===== src/rtl/eth_tx_port_arbiter.sv =====
`timescale 1ns/1ps
`default_nettype none
// ============================================================================
//  Module      : eth_tx_port_arbiter
//  Description : Packet-level round-robin arbiter merging N_PORTS MAC-side
//                source streams onto one switch-port stream. A source wins
//                on its sop beat and keeps the port until its eop beat moves.
//  Options     : ARB_STALL_TIMEOUT_EN - abort a packet whose granted source
//                stops presenting beats for TIMEOUT_CYC cycles.
//  Revision    : 1.0 - initial release
// ============================================================================
module eth_tx_port_arbiter #(
  parameter  int N_PORTS     = 4,
  parameter  int DATA_W      = 32,
  parameter  int TIMEOUT_CYC = 64,
  localparam int BV_W        = DATA_W / 8
) (
  input  logic                        clk,
  input  logic                        reset,
  input  logic [N_PORTS*DATA_W-1:0]   rx_data,
  input  logic [N_PORTS*BV_W-1:0]     rx_bv,
  input  logic [N_PORTS-1:0]          rx_sop,
  input  logic [N_PORTS-1:0]          rx_eop,
  input  logic [N_PORTS-1:0]          rx_valid,
  output logic [N_PORTS-1:0]          rx_ready,
  output logic [DATA_W-1:0]           tx_data,
  output logic [BV_W-1:0]             tx_bv,
  output logic                        tx_sop,
  output logic                        tx_eop,
  output logic                        tx_valid,
  input  logic                        tx_ready,
  output logic [N_PORTS-1:0]          grant,
  output logic                        busy,
  output logic                        timeout_err
);

  localparam int                 c_GI_W = $clog2(N_PORTS);
  localparam logic [N_PORTS-1:0] c_ONE  = {{(N_PORTS-1){1'b0}}, 1'b1};

  // Elaboration-time guard against unsupported configurations.
  if (N_PORTS < 2 || N_PORTS > 8 || TIMEOUT_CYC < 1 || (DATA_W % 8) != 0) begin : g_param_check
    $error("eth_tx_port_arbiter: unsupported parameter set");
  end

  typedef enum logic [0:0] {
    ST_IDLE = 1'b0,
    ST_PKT  = 1'b1
  } state_t;

  state_t              r_state;
  logic [N_PORTS-1:0]  r_grant;
  logic [c_GI_W-1:0]   r_gidx;
  logic [c_GI_W-1:0]   r_rr_ptr;
  logic                r_busy;

  logic [N_PORTS-1:0]  w_req;
  logic                w_found;
  logic [c_GI_W-1:0]   w_pick;
  logic                w_g_valid;
  logic                w_eop_xfer;
  logic [c_GI_W-1:0]   w_next_ptr;

`ifdef ARB_STALL_TIMEOUT_EN
  localparam int                    c_STALL_W   = $clog2(TIMEOUT_CYC + 1);
  localparam logic [c_STALL_W-1:0]  c_STALL_LIM = c_STALL_W'(TIMEOUT_CYC - 1);
  logic [c_STALL_W-1:0]  r_stall;
  logic                  r_tmo;
  assign timeout_err = r_tmo;
`else
  assign timeout_err = 1'b0;
`endif

  // Only a valid sop beat asks for the port; mid-packet beats never do.
  assign w_req      = rx_valid & rx_sop;
  assign w_g_valid  = rx_valid[r_gidx];
  assign w_eop_xfer = (r_state == ST_PKT) & w_g_valid & rx_eop[r_gidx] & tx_ready;
  assign w_next_ptr = (r_gidx == c_GI_W'(N_PORTS - 1)) ? '0 : r_gidx + 1'b1;

  // Round-robin search: first requester at or after the pointer, wrapping.
  always_comb begin
    w_found = 1'b0;
    w_pick  = '0;
    for (int k = 0; k < N_PORTS; k++) begin
      if (!w_found && w_req[(int'(r_rr_ptr) + k) % N_PORTS]) begin
        w_found = 1'b1;
        w_pick  = c_GI_W'((int'(r_rr_ptr) + k) % N_PORTS);
      end
    end
  end

  // Arbitration FSM: grant held from sop win until eop transfer (or stall abort).
  always_ff @(posedge clk) begin
    if (reset) begin
      r_state  <= ST_IDLE;
      r_grant  <= '0;
      r_gidx   <= '0;
      r_rr_ptr <= '0;
      r_busy   <= 1'b0;
`ifdef ARB_STALL_TIMEOUT_EN
      r_stall  <= '0;
      r_tmo    <= 1'b0;
`endif
    end else begin
`ifdef ARB_STALL_TIMEOUT_EN
      r_tmo <= 1'b0;
`endif
      case (r_state)
        ST_IDLE: begin
          if (w_found) begin
            r_state <= ST_PKT;
            r_grant <= c_ONE << w_pick;
            r_gidx  <= w_pick;
            r_busy  <= 1'b1;
`ifdef ARB_STALL_TIMEOUT_EN
            r_stall <= '0;
`endif
          end
        end
        ST_PKT: begin
          if (w_eop_xfer) begin
            r_state  <= ST_IDLE;
            r_grant  <= '0;
            r_busy   <= 1'b0;
            r_rr_ptr <= w_next_ptr;
          end
`ifdef ARB_STALL_TIMEOUT_EN
          else if (!w_g_valid) begin
            if (r_stall == c_STALL_LIM) begin
              r_state  <= ST_IDLE;
              r_grant  <= '0;
              r_busy   <= 1'b0;
              r_rr_ptr <= w_next_ptr;
              r_stall  <= '0;
              r_tmo    <= 1'b1;
            end else begin
              r_stall <= r_stall + 1'b1;
            end
          end else begin
            r_stall <= '0;
          end
`endif
        end
        default: begin
          r_state <= ST_IDLE;
          r_grant <= '0;
          r_busy  <= 1'b0;
        end
      endcase
    end
  end

  // Merged stream: straight mux of the granted source while a packet runs.
  always_comb begin
    tx_valid = 1'b0;
    tx_sop   = 1'b0;
    tx_eop   = 1'b0;
    tx_data  = '0;
    tx_bv    = '0;
    if (r_state == ST_PKT) begin
      tx_valid = w_g_valid;
      tx_sop   = rx_sop[r_gidx];
      tx_eop   = rx_eop[r_gidx];
      tx_data  = rx_data[r_gidx*DATA_W +: DATA_W];
      tx_bv    = rx_bv[r_gidx*BV_W +: BV_W];
    end
  end

  assign rx_ready = (r_state == ST_PKT) ? (r_grant & {N_PORTS{tx_ready}}) : '0;
  assign grant    = r_grant;
  assign busy     = r_busy;

endmodule
`default_nettype wire

===== config.mk =====
export PLATFORM = sky130hd
export DESIGN_NAME = eth_tx_port_arbiter
export DESIGN_NICKNAME = d
export VERILOG_FILES = /design/src/rtl/eth_tx_port_arbiter.sv
export SDC_FILE = /design/constraint.sdc
export NUM_CORES = 1
export LEC_CHECK = 0
export CORE_AREA = 2 2 82 84
export CTS_CLUSTER_DIAMETER = 40
export DETAILED_ROUTE_END_ITERATION = 8
export DIE_AREA = 0 0 84 86
export DONT_BUFFER_PORTS = 1
export GPL_TIMING_DRIVEN = 0
export PLACE_DENSITY = 0.49
export SYNTH_ARGS = -nofsm -noshare
export SYNTH_HDL_FRONTEND = slang
export SYNTH_SLANG_ARGS = --single-unit

===== constraint.sdc =====
create_clock -name clk -period 1.9 [get_ports clk]
set_clock_uncertainty 0.05 [all_clocks]
set_input_delay 0.38 -clock clk [delete_from_list [all_inputs] [get_ports clk]]
set_output_delay 0.38 -clock clk [all_outputs]
set_load 0.02 [all_outputs]

==> implementation parameters, run 1 <==
Parameter                              Value

Floorplan
  Number of top-level pins    208
  Placeable core area    6280 sq um
  Height of the die    86 microns
  Floorplan die area    7220 sq um
  Width of the chip    84 microns
  Initial core utilization    27.3%
  Cell row count    29

Final layout
  Final std cell area, no fill    2120 sq um
  Commonest cells after routing, fill and taps aside    mux4_2, and2_4, and2_1
  Count of nets after finishing    326
  Ratio of cells with drive above 1 in the final layout    57.6%
  Non-filler cells, final    242
  # fillers    627
  Commonest non-fill, non-tap cell in the layout    mux4_2
  Count of inserted antenna diode cells    0
  Synth-to-Final Area Change    23.8%

Synth
  Number of register bits inferred by synthesis    10
  Combined area of all synthesized cells    1710 sq um
  Synth Net Count    313
  Share of synthesized area occupied by flip-flops and latches    11.7%
  Ys Warns    0
  Mean post-synth cell area    11.2 sq um
  Synth Instances    153
  Synth unique cells    30

Job
  MaxCap Viol Count    0

Critical path
  Setup Crit Path Kind    flop to primary output
  Standard cell with the maximum stage delay on the critical path    mux4_2
  Crit path buffers/inverters    3
  Origin of the critical flop-to-flop path    r_gidx[0]$_SDFFE_PP0P_
  Required time at the endpoint of the critical path    1.47 ns
  Cell repeated most along the worst path    buf_12
  Highest cell delay on the worst timing path    0.50 ns
  Kind of cell adding the most delay to the critical path    multiplexers
  Critical Path Start    r_gidx[0]$_SDFFE_PP0P_
  Sequence of cells on the critical path    buf_6 -> buf_12 -> buf_12 -> mux4_2 -> and2_4
  Maximum fanout along the worst path    7
  Endpoint type of the worst setup path    primary output
  Sort of element at the start of the critical path    flop
  Arrival time of the worst setup path    1.66 ns

STA
  Final-report setup violation count    37
  Fraction of the cycle the final worst path needs    110%
  Hold Violations, Final    0
  Final Worst Setup Slack    -0.190 ns
  Crit path time final    2.09 ns
  Sum of negative setup slack    -5.36 ns
  Unrepaired setup endpoints after global routing    true
  Fin. max-slew vios    0
  Maximum clock rate    0.479 GHz

Detailed routing
  Routed wire length    6330 microns
  Final routed wire length divided by cell count    26.2 microns
  Post-DR vias/cell    6.02
  Post-route DRC violation count    0
  Remaining antenna violation count    0
  Pre-antenna DRT Iters    4
  Starting DRC count in detailed routing    19
  Detailed-route via count    1456

Global route
  Via count of the first global-routing pass    1524
  Overall fraction of global-route tracks in use    15.7%
  Initial antenna violation count    0
  Maximum number of pins on one net before global-route repair    11
  Remaining Overflow, GRT    0
  First-pass GRT wire length    8830 microns

Power and ir drop
  Worst-case vdd ir drop    0.369 mV
  Cell leakage power    0.000737 uW
  Power per Cell Area    694 nW/um^2

Clocking
  Clock slew seen by the registers of the worst setup and hold paths    0.05 ns
  Level count of the clock H-tree    1
  Buffer levels on the longest clock path    2
  Cts bufs inserted    3
  CTS Hold Bufs    0
  Latest clock arrival within the worst-skew pair    0.23 ns
  TritonCTS clock tree    done
  Sinks on Clock Net    10
  Clk Tree Root Cell    clkbuf_8

Min path
  Startpoint of the worst hold path    tx_ready
  HP Class    input port to flop

Placed design
  Placed cell area    1830 sq um
  Placer Congestion    0.821
  Dpl cells    230
  Buffers on Ports    0
  Setup slack at placement    -0.234 ns
  Post-detailed-placement half-perimeter wirelength    5330 microns

Run status
  Failing checks    setup timing
  Status    finished with violations
-- logic make-up (layout without fill, tap and decap cells) --
family                   after synthesis  after routing  synth area share (%)
multiplexers                          40             40                  51.9
buffers and inverters                 16             28                  4.90
other                                  1              1                 0.219
flip-flops                            10             10                  11.7
AO/OA/AOI/OAI                         16             16                  6.87
adder cells (fa/ha/maj)                1              1                 0.731
AND/OR/NAND/NOR                       69             69                  23.7
-- layer usage --
layer	track usage [%]	wire, microns	up-vias
met5	0	0	-
met4	1.47	27	0
met3	4.91	579	2
met2	28.5	3380	97
met1	19.0	2340	727
li1	-	-	630
-- Yosys cell counts --
cell type	count	area share (%)
a211o_1	1	0.51
a21boi_0	1	0.44
a21oi_1	4	1.2
a22oi_1	1	0.44
a31o_2	1	0.51
a41oi_2	1	0.95
and2_1	39	14
and3_1	5	1.8
and3b_1	1	0.51
buf_2	7	2.0
buf_4	2	0.88
buf_6	1	0.66
clkbuf_1	6	1.3
conb_1	1	0.22
dfxtp_1	10	12
ha_1	1	0.73
mux2i_1	1	0.58
mux4_2	39	51
nand2_1	10	2.2
nand2b_1	1	0.37
nand3_1	5	1.5
nand4_1	2	0.73
nand4b_1	2	1.0
nor2_1	1	0.22
nor2b_1	1	0.37
o21ai_0	2	0.58
o31a_1	1	0.51
o31ai_1	4	1.8
or2_2	1	0.37
or3_1	1	0.37
-- cell type report --
type / instances / area [sq um] / share of cell area (%)
Buffer: 16 / 149 / 7.03
Clock buffer: 4 / 55.1 / 2.60
Multi-Input combinational cell: 127 / 1500 / 71.0
Sequential cell: 10 / 205 / 9.69
Tap cell: 77 / 96.3 / 4.55
Timing Repair Buffer: 8 / 109 / 5.14
-- path summary, 6_finish.rpt --
check / end / cells past startpoint / slack, ns
min reg2reg: r_rr_ptr[0]$_SDFFE_PP0P_ / 2 / 0.48
min: r_rr_ptr[1]$_SDFFE_PP0P_ / 3 / 0.42
max reg2reg: r_rr_ptr[0]$_SDFFE_PP0P_ / 7 / 0.05
max: tx_data[20] / 5 / -0.19
-- power by group --
part / internal (uW) / switching (uW)
Clock: 182 / 82.2
Sequential: 233 / 35.1
Combinational: 468 / 470
Total: 883 / 588
-- state kept, by name, summed over array words and instances, names as in the netlist --
register / cells
busy: 1
grant: 4
r_gidx: 2
r_rr_ptr: 2
r_state: 1
-- stage by stage --
stage	util, %	power, uW	hold WS [ns]
detailed placement	29.2	1050	0.471
global placement	29.2	1040	0.460
finish	33.7	1470	0.415
CTS	33.3	1470	0.414
floorplan	-	929	0.407
global route	33.7	1550	0.439
-- what timing repair did --
action,in CTS,in global routing
setup endpoints to repair,43,45
endpoints found under the hold margin,0,0
cloned,1,0
setup buffers,7,0
pin swaps,1,3
resized for setup,58,13
-- tightest hold or removal path, stage by stage --
cell     delay [ns]
nand4_1        0.12
mux2i_1        0.09
nor2_1         0.07
(Power assumes the default switching activity.)
==> run 2: changes to the inputs <==
--- a/config.mk
+++ b/config.mk
@@ -10,8 +10,8 @@
 export DETAILED_ROUTE_END_ITERATION = 8
 export DIE_AREA = 0 0 84 86
 export DONT_BUFFER_PORTS = 1
-export GPL_TIMING_DRIVEN = 0
-export PLACE_DENSITY = 0.49
+export GPL_TIMING_DRIVEN = 1
+export PLACE_DENSITY = 0.39
 export SYNTH_ARGS = -nofsm -noshare
 export SYNTH_HDL_FRONTEND = slang
 export SYNTH_SLANG_ARGS = --single-unit
==> run 2 against run 1 <==
Net effect: the run still ends with setup timing left; register-to-register slack barely moved; via count decreased by 1.9%; sequential share of layout area grew 0.15 points; wire length decreased by 5.3%; hold slack lost 0.25 ns; clock-buffer cell count down 1.
==> implementation parameters, run 2 (same netlist as run 1, synthesis figures left out) <==
Parameter                              Value

STA
  Fin. max-slew vios    0 (unchanged)
  Crit path time final    2.00 ns (was 2.09 ns)
  Final-report setup violation count    36 (was 37)
  Fraction of the cycle the final worst path needs    105% (was 110%)
  Maximum clock rate    0.499 GHz (was 0.479 GHz)
  Final Worst Setup Slack    -0.103 ns (was -0.190 ns)
  Unrepaired setup endpoints after global routing    true (unchanged)
  Hold Violations, Final    0 (unchanged)
  Sum of negative setup slack    -1.59 ns (was -5.36 ns)

Global route
  Via count of the first global-routing pass    1490 (was 1524)
  Overall fraction of global-route tracks in use    14.7% (was 15.7%)
  Remaining Overflow, GRT    0 (unchanged)
  Initial antenna violation count    0 (unchanged)
  First-pass GRT wire length    8540 microns (was 8830 microns)
  Maximum number of pins on one net before global-route repair    25 (was 11)

Detailed routing
  Detailed-route via count    1429 (was 1456)
  Post-DR vias/cell    6.11 (was 6.02)
  Starting DRC count in detailed routing    51 (was 19)
  Remaining antenna violation count    0 (unchanged)
  Post-route DRC violation count    0 (unchanged)
  Final routed wire length divided by cell count    25.6 microns (was 26.2 microns)
  Routed wire length    5990 microns (was 6330 microns)
  Pre-antenna DRT Iters    4 (unchanged)

Critical path
  Sort of element at the start of the critical path    flop (unchanged)
  Reg2Reg Depth    7 (unchanged)
  Arrival time of the worst setup path    1.57 ns (was 1.66 ns)
  Required time at the endpoint of the critical path    1.47 ns (about the same)
  Maximum fanout along the worst path    5 (was 7)
  Setup Crit Path Kind    flop to primary output (unchanged)
  Endpoint type of the worst setup path    primary output (unchanged)

Final layout
  Post-route core utilization    33.2% (was 33.7%)
  Final std cell area, no fill    2090 sq um (was 2120 sq um)
  Commonest non-fill, non-tap cell in the layout    mux4_2 (unchanged)
  Ratio of cells with drive above 1 in the final layout    65.6% (was 57.6%)
  Non-filler cells, final    234 (was 242)
  Commonest cells after routing, fill and taps aside    mux4_2, and2_4, nand2_1 (was mux4_2, and2_4, and2_1)
  Count of inserted antenna diode cells    0 (unchanged)
  Synth-to-Final Area Change    21.9% (was 23.8%)
  Number of flip-flops in the largest register    4 (unchanged)
  Count of nets after finishing    319 (was 326)

Floorplan
  Floorplan die area    7220 sq um (unchanged)
  Width of the chip    84 microns (unchanged)
  Initial core utilization    27.3% (unchanged)
  Number of top-level pins    208 (unchanged)
  Cell row count    29 (unchanged)
  Height of the die    86 microns (unchanged)
  Placeable core area    6280 sq um (unchanged)

Clocking
  Sinks on Clock Net    10 (unchanged)
  Cts bufs inserted    3 (unchanged)
  CTS Hold Bufs    0 (unchanged)
  Buffer levels on the longest clock path    2 (unchanged)
  Clk Tree Root Cell    clkbuf_8 (unchanged)
  Clock slew seen by the registers of the worst setup and hold paths    0.04 ns (was 0.05 ns)
  Level count of the clock H-tree    1 (unchanged)
  TritonCTS clock tree    done (unchanged)
  Latest clock arrival within the worst-skew pair    0.23 ns (about the same)

Run status
  Status    finished with violations (unchanged)
  Failing checks    setup timing (unchanged)

Min path
  Hold-critical path depth    1 (was 3)
  HP Class    input port to flop (unchanged)

Power and ir drop
  Worst-case vdd ir drop    0.340 mV (was 0.369 mV)
  Overall power of the completed layout    1420 uW (was 1470 uW)
  Cell leakage power    0.000727 uW (was 0.000737 uW)
  Power per Cell Area    681 nW/um^2 (was 694 nW/um^2)

Job
  MaxCap Viol Count    0 (unchanged)

Placed design
  Dpl cells    221 (was 230)
  Placed cell area    1820 sq um (was 1830 sq um)
  Post-detailed-placement half-perimeter wirelength    4970 microns (was 5330 microns)
  Placer Congestion    0.752 (was 0.821)
  Buffers on Ports    0 (unchanged)
[run 2: cell types whose count changed in the layout (fill, tap and decap cells not counted), sizes merged]
cell	previous run	this run
clkbuf	10	4
buf	18	16
[run 2: routing by layer]
layer	track usage (%)	vias to the layer above	part of all wire (%)
met3	3.85	2	7.4
met4	1.47	0	0.45
li1	-	618	-
met5	0	-	0
met2	27.6	81	56
met1	17.5	728	36
[run 2: where the power goes]
part | internal, uW | switching (uW) | total (uW)
clock | 138 | 71.7 | 209
combinational | 486 | 448 | 934
sequential | 234 | 44.3 | 278
total | 858 | 564 | 1420
[run 2: timing repair]
action | CTS | global route
gates resized for setup | 79 | 3
buffers inserted | 8 | 1
gates cloned | 2 | 1
endpoints found under the hold margin | 0 | 0
endpoints found under the setup margin | 38 | 41
pin swaps | 0 | 2
[run 2: worst max-delay path, cell delays in order, from the launching register on]
cell and delay, ns:
dfxtp_4 0.39, buf_12 0.12, clkbuf_16 0.14, mux4_2 0.49, and2_4 0.20
[run 2: path summary, 6_finish.rpt]
kind	from	endpoint	slack, ns
setup / recovery	r_gidx[0]$_SDFFE_PP0P_	tx_data[2]	-0.10
hold / removal	reset	r_gidx[1]$_SDFFE_PP0P_	0.16
setup reg to reg	r_gidx[0]$_SDFFE_PP0P_	r_rr_ptr[0]$_SDFFE_PP0P_	0.06
hold reg to reg	r_rr_ptr[0]$_SDFFE_PP0P_	r_rr_ptr[0]$_SDFFE_PP0P_	0.45
[run 2: metrics by stage]
| stage | setup slack (ns) | hold slack [ns] |
|---|---|---|
| 6_report | -0.103 | 0.163 |
| 5_1_grt | -0.142 | 0.157 |
| 4_1_cts | -0.124 | 0.157 |
| 3_5_place_dp | 0.0223 | 0.395 |
| 3_3_place_gp | 0.0300 | 0.395 |
| 2_1_floorplan | 0.00411 | 0.407 |
[run 2: final cells by class]
class                      count  area [sq um]
fill                         637          4190
multi-input combinational    127          1540
timing repair buffer          17           206
sequential                    10           205
tap                           77          96.3
clock buffer                   3          41.3
==> run 3: changes to the inputs <==
--- a/config.mk
+++ b/config.mk
@@ -12,6 +12,7 @@
 export DONT_BUFFER_PORTS = 1
 export GPL_TIMING_DRIVEN = 1
 export PLACE_DENSITY = 0.39
+export SKIP_LAST_GASP = 1
 export SYNTH_ARGS = -nofsm -noshare
 export SYNTH_HDL_FRONTEND = slang
 export SYNTH_SLANG_ARGS = --single-unit
==> run 3 against run 2 <==
Net effect: the run still ends with setup timing left; flip-flop and latch count did not move; combinational power barely moved; worst setup slack got worse by 0.0026 ns; register-to-register slack barely moved; total power fell by 0.12%; first-iteration DRC count fell by 7.8%; wire length barely moved; cell count did not move; clock-buffer cell count did not move; core utilization fell by 0.080 points; largest cell class unchanged.
==> implementation parameters, run 3 (same netlist as run 1, synthesis figures left out) <==
Parameter                              Value

Run status
  Status    finished with violations (unchanged)
  Failing checks    setup timing (unchanged)

Final layout
  Multi-input gate area in the final layout    1530 sq um (was 1540 sq um)
  Count of nets after finishing    319 (unchanged)
  Synth-to-Final Area Change    21.6% (was 21.9%)
  Sequential cell area    205 sq um (unchanged)
  Non-filler cells, final    234 (unchanged)
  Count of inserted antenna diode cells    0 (unchanged)
  Commonest non-fill, non-tap cell in the layout    mux4_2 (unchanged)
  Commonest cells after routing, fill and taps aside    mux4_2, and2_4, nand2_1 (unchanged)
  Ratio of cells with drive above 1 in the final layout    65.0% (was 65.6%)
  Number of flip-flops in the largest register    4 (unchanged)
  Final std cell area, no fill    2080 sq um (was 2090 sq um)
  # fillers    638 (was 637)

Power and ir drop
  Cell leakage power    0.000725 uW (was 0.000727 uW)
  Worst-case vdd ir drop    0.333 mV (was 0.340 mV)
  Power per Cell Area    682 nW/um^2 (was 681 nW/um^2)

Global route
  First-pass GRT wire length    8540 microns (unchanged)
  Overall fraction of global-route tracks in use    14.7% (unchanged)
  Via count of the first global-routing pass    1490 (unchanged)
  Maximum number of pins on one net before global-route repair    25 (unchanged)
  Remaining Overflow, GRT    0 (unchanged)
  Initial antenna violation count    0 (unchanged)

STA
  Sum of negative setup slack    -1.69 ns (was -1.59 ns)
  Hold Violations, Final    0 (unchanged)
  Maximum clock rate    0.499 GHz (about the same)
  Final-report setup violation count    36 (unchanged)
  Fraction of the cycle the final worst path needs    106% (was 105%)
  Crit path time final    2.01 ns (was 2.00 ns)
  Fin. max-slew vios    0 (unchanged)
  Unrepaired setup endpoints after global routing    true (unchanged)
  Final Worst Setup Slack    -0.106 ns (was -0.103 ns)

Clocking
  TritonCTS clock tree    done (unchanged)
  Level count of the clock H-tree    1 (unchanged)
  Latest clock arrival within the worst-skew pair    0.23 ns (about the same)
  CTS Hold Bufs    0 (unchanged)
  Cts bufs inserted    3 (unchanged)
  Buffer levels on the longest clock path    2 (unchanged)
  Clock slew seen by the registers of the worst setup and hold paths    0.04 ns (about the same)
  Sinks on Clock Net    10 (unchanged)
  Clk Tree Root Cell    clkbuf_8 (unchanged)

Detailed routing
  Remaining antenna violation count    0 (unchanged)
  Detailed route wirelength on metal3    446 microns (was 442 microns)
  Starting DRC count in detailed routing    47 (was 51)
  Final routed wire length divided by cell count    25.6 microns (about the same)
  Detailed-route via count    1436 (was 1429)
  Routed wire length    5990 microns (about the same)
  Routed wl met2    3370 microns (was 3380 microns)
  Post-route DRC violation count    0 (unchanged)
  Met1 Wirelength    2140 microns (was 2150 microns)
  Uppermost routed layer    met4 (unchanged)
  Post-DR vias/cell    6.14 (was 6.11)
  Pre-antenna DRT Iters    4 (unchanged)

Placed design
  Setup slack at placement    0.0223 ns (unchanged)
  Placer Congestion    0.752 (unchanged)
  Placed cell area    1820 sq um (unchanged)
  Dpl cells    221 (unchanged)
  Buffers on Ports    0 (unchanged)
  Post-detailed-placement half-perimeter wirelength    4970 microns (unchanged)

Critical path
  Kind of cell adding the most delay to the critical path    multiplexers (unchanged)
  Setup Crit Path Kind    flop to primary output (unchanged)
  Highest cell delay on the worst timing path    0.49 ns (about the same)
  Arrival time of the worst setup path    1.58 ns (was 1.57 ns)
  Crit path buffers/inverters    2 (unchanged)
  Required time at the endpoint of the critical path    1.47 ns (about the same)
  Maximum fanout along the worst path    5 (unchanged)
  Sort of element at the start of the critical path    flop (unchanged)
  Standard cell with the maximum stage delay on the critical path    mux4_2 (unchanged)
  Endpoint type of the worst setup path    primary output (unchanged)
  Sequence of cells on the critical path    buf_12 -> clkbuf_16 -> mux4_2 -> and2_4 (unchanged)

Floorplan
  Initial core utilization    27.3% (unchanged)
  Number of top-level pins    208 (unchanged)
  Height of the die    86 microns (unchanged)
  Placeable core area    6280 sq um (unchanged)
  Floorplan die area    7220 sq um (unchanged)
  Cell row count    29 (unchanged)
  Width of the chip    84 microns (unchanged)

Job
  MaxCap Viol Count    0 (unchanged)

Min path
  HP Class    input port to flop (unchanged)
[run 3: cell counts in the layout (fill, tap and decap cells not counted)]
Identical to the previous run, type by type.
[run 3: timing repair]
action / 4_1_cts / 5_1_grt
gates cloned: 2 / 1
endpoints found under the setup margin: 38 / 41
setup buffers: 8 / 1
endpoints found under the hold margin: 0 / 0
pin swaps: 0 / 1
resized for setup: 79 / 2
[run 3: routing by layer]
metal  global-route usage [%]  vias to the layer above
li1                         -                      617
met1                     17.5                      734
met2                     27.6                       81
met3                     3.85                        4
met4                     1.47                        0
met5                        0                        -
[run 3: report_power, final]
part           switching [uW]  internal [uW]
clock                    72.0            138
combinational             447            485
sequential               44.2            234
[run 3: area by class of cell]
| class | instances | area share [%] |
|---|---|---|
| tap | 77 | 4.63 |
| timing repair buffer | 17 | 9.92 |
| multi-input combinational | 127 | 73.6 |
| clock buffer | 3 | 1.98 |
| sequential | 10 | 9.86 |
[run 3: worst paths after layout]
check,from,end,slack (ns),cells past startpoint
setup / recovery,r_gidx[0]$_SDFFE_PP0P_,tx_data[2],-0.11,4
hold / removal,reset,r_gidx[1]$_SDFFE_PP0P_,0.16,1
setup reg to reg,r_gidx[0]$_SDFFE_PP0P_,r_rr_ptr[0]$_SDFFE_PP0P_,0.06,7
hold reg to reg,r_rr_ptr[0]$_SDFFE_PP0P_,r_rr_ptr[0]$_SDFFE_PP0P_,0.45,2
[run 3: worst register-to-register path, stage by stage (launching register included)]
cell and delay, ns:
dfxtp_4 0.37, buf_4 0.14, buf_6 0.11, mux4_2 0.33
buf_4 0.13, nand4_1 0.16, or3_1 0.34, a21oi_1 0.15
[run 3: metrics by stage]
step,hold WS (ns),total power (uW),util (%)
global placement,0.395,1020,29.0
detailed placement,0.395,1030,29.0
floorplan,0.407,929,-
global route,0.157,1500,33.2
CTS,0.157,1450,33.3
finish,0.161,1420,33.2
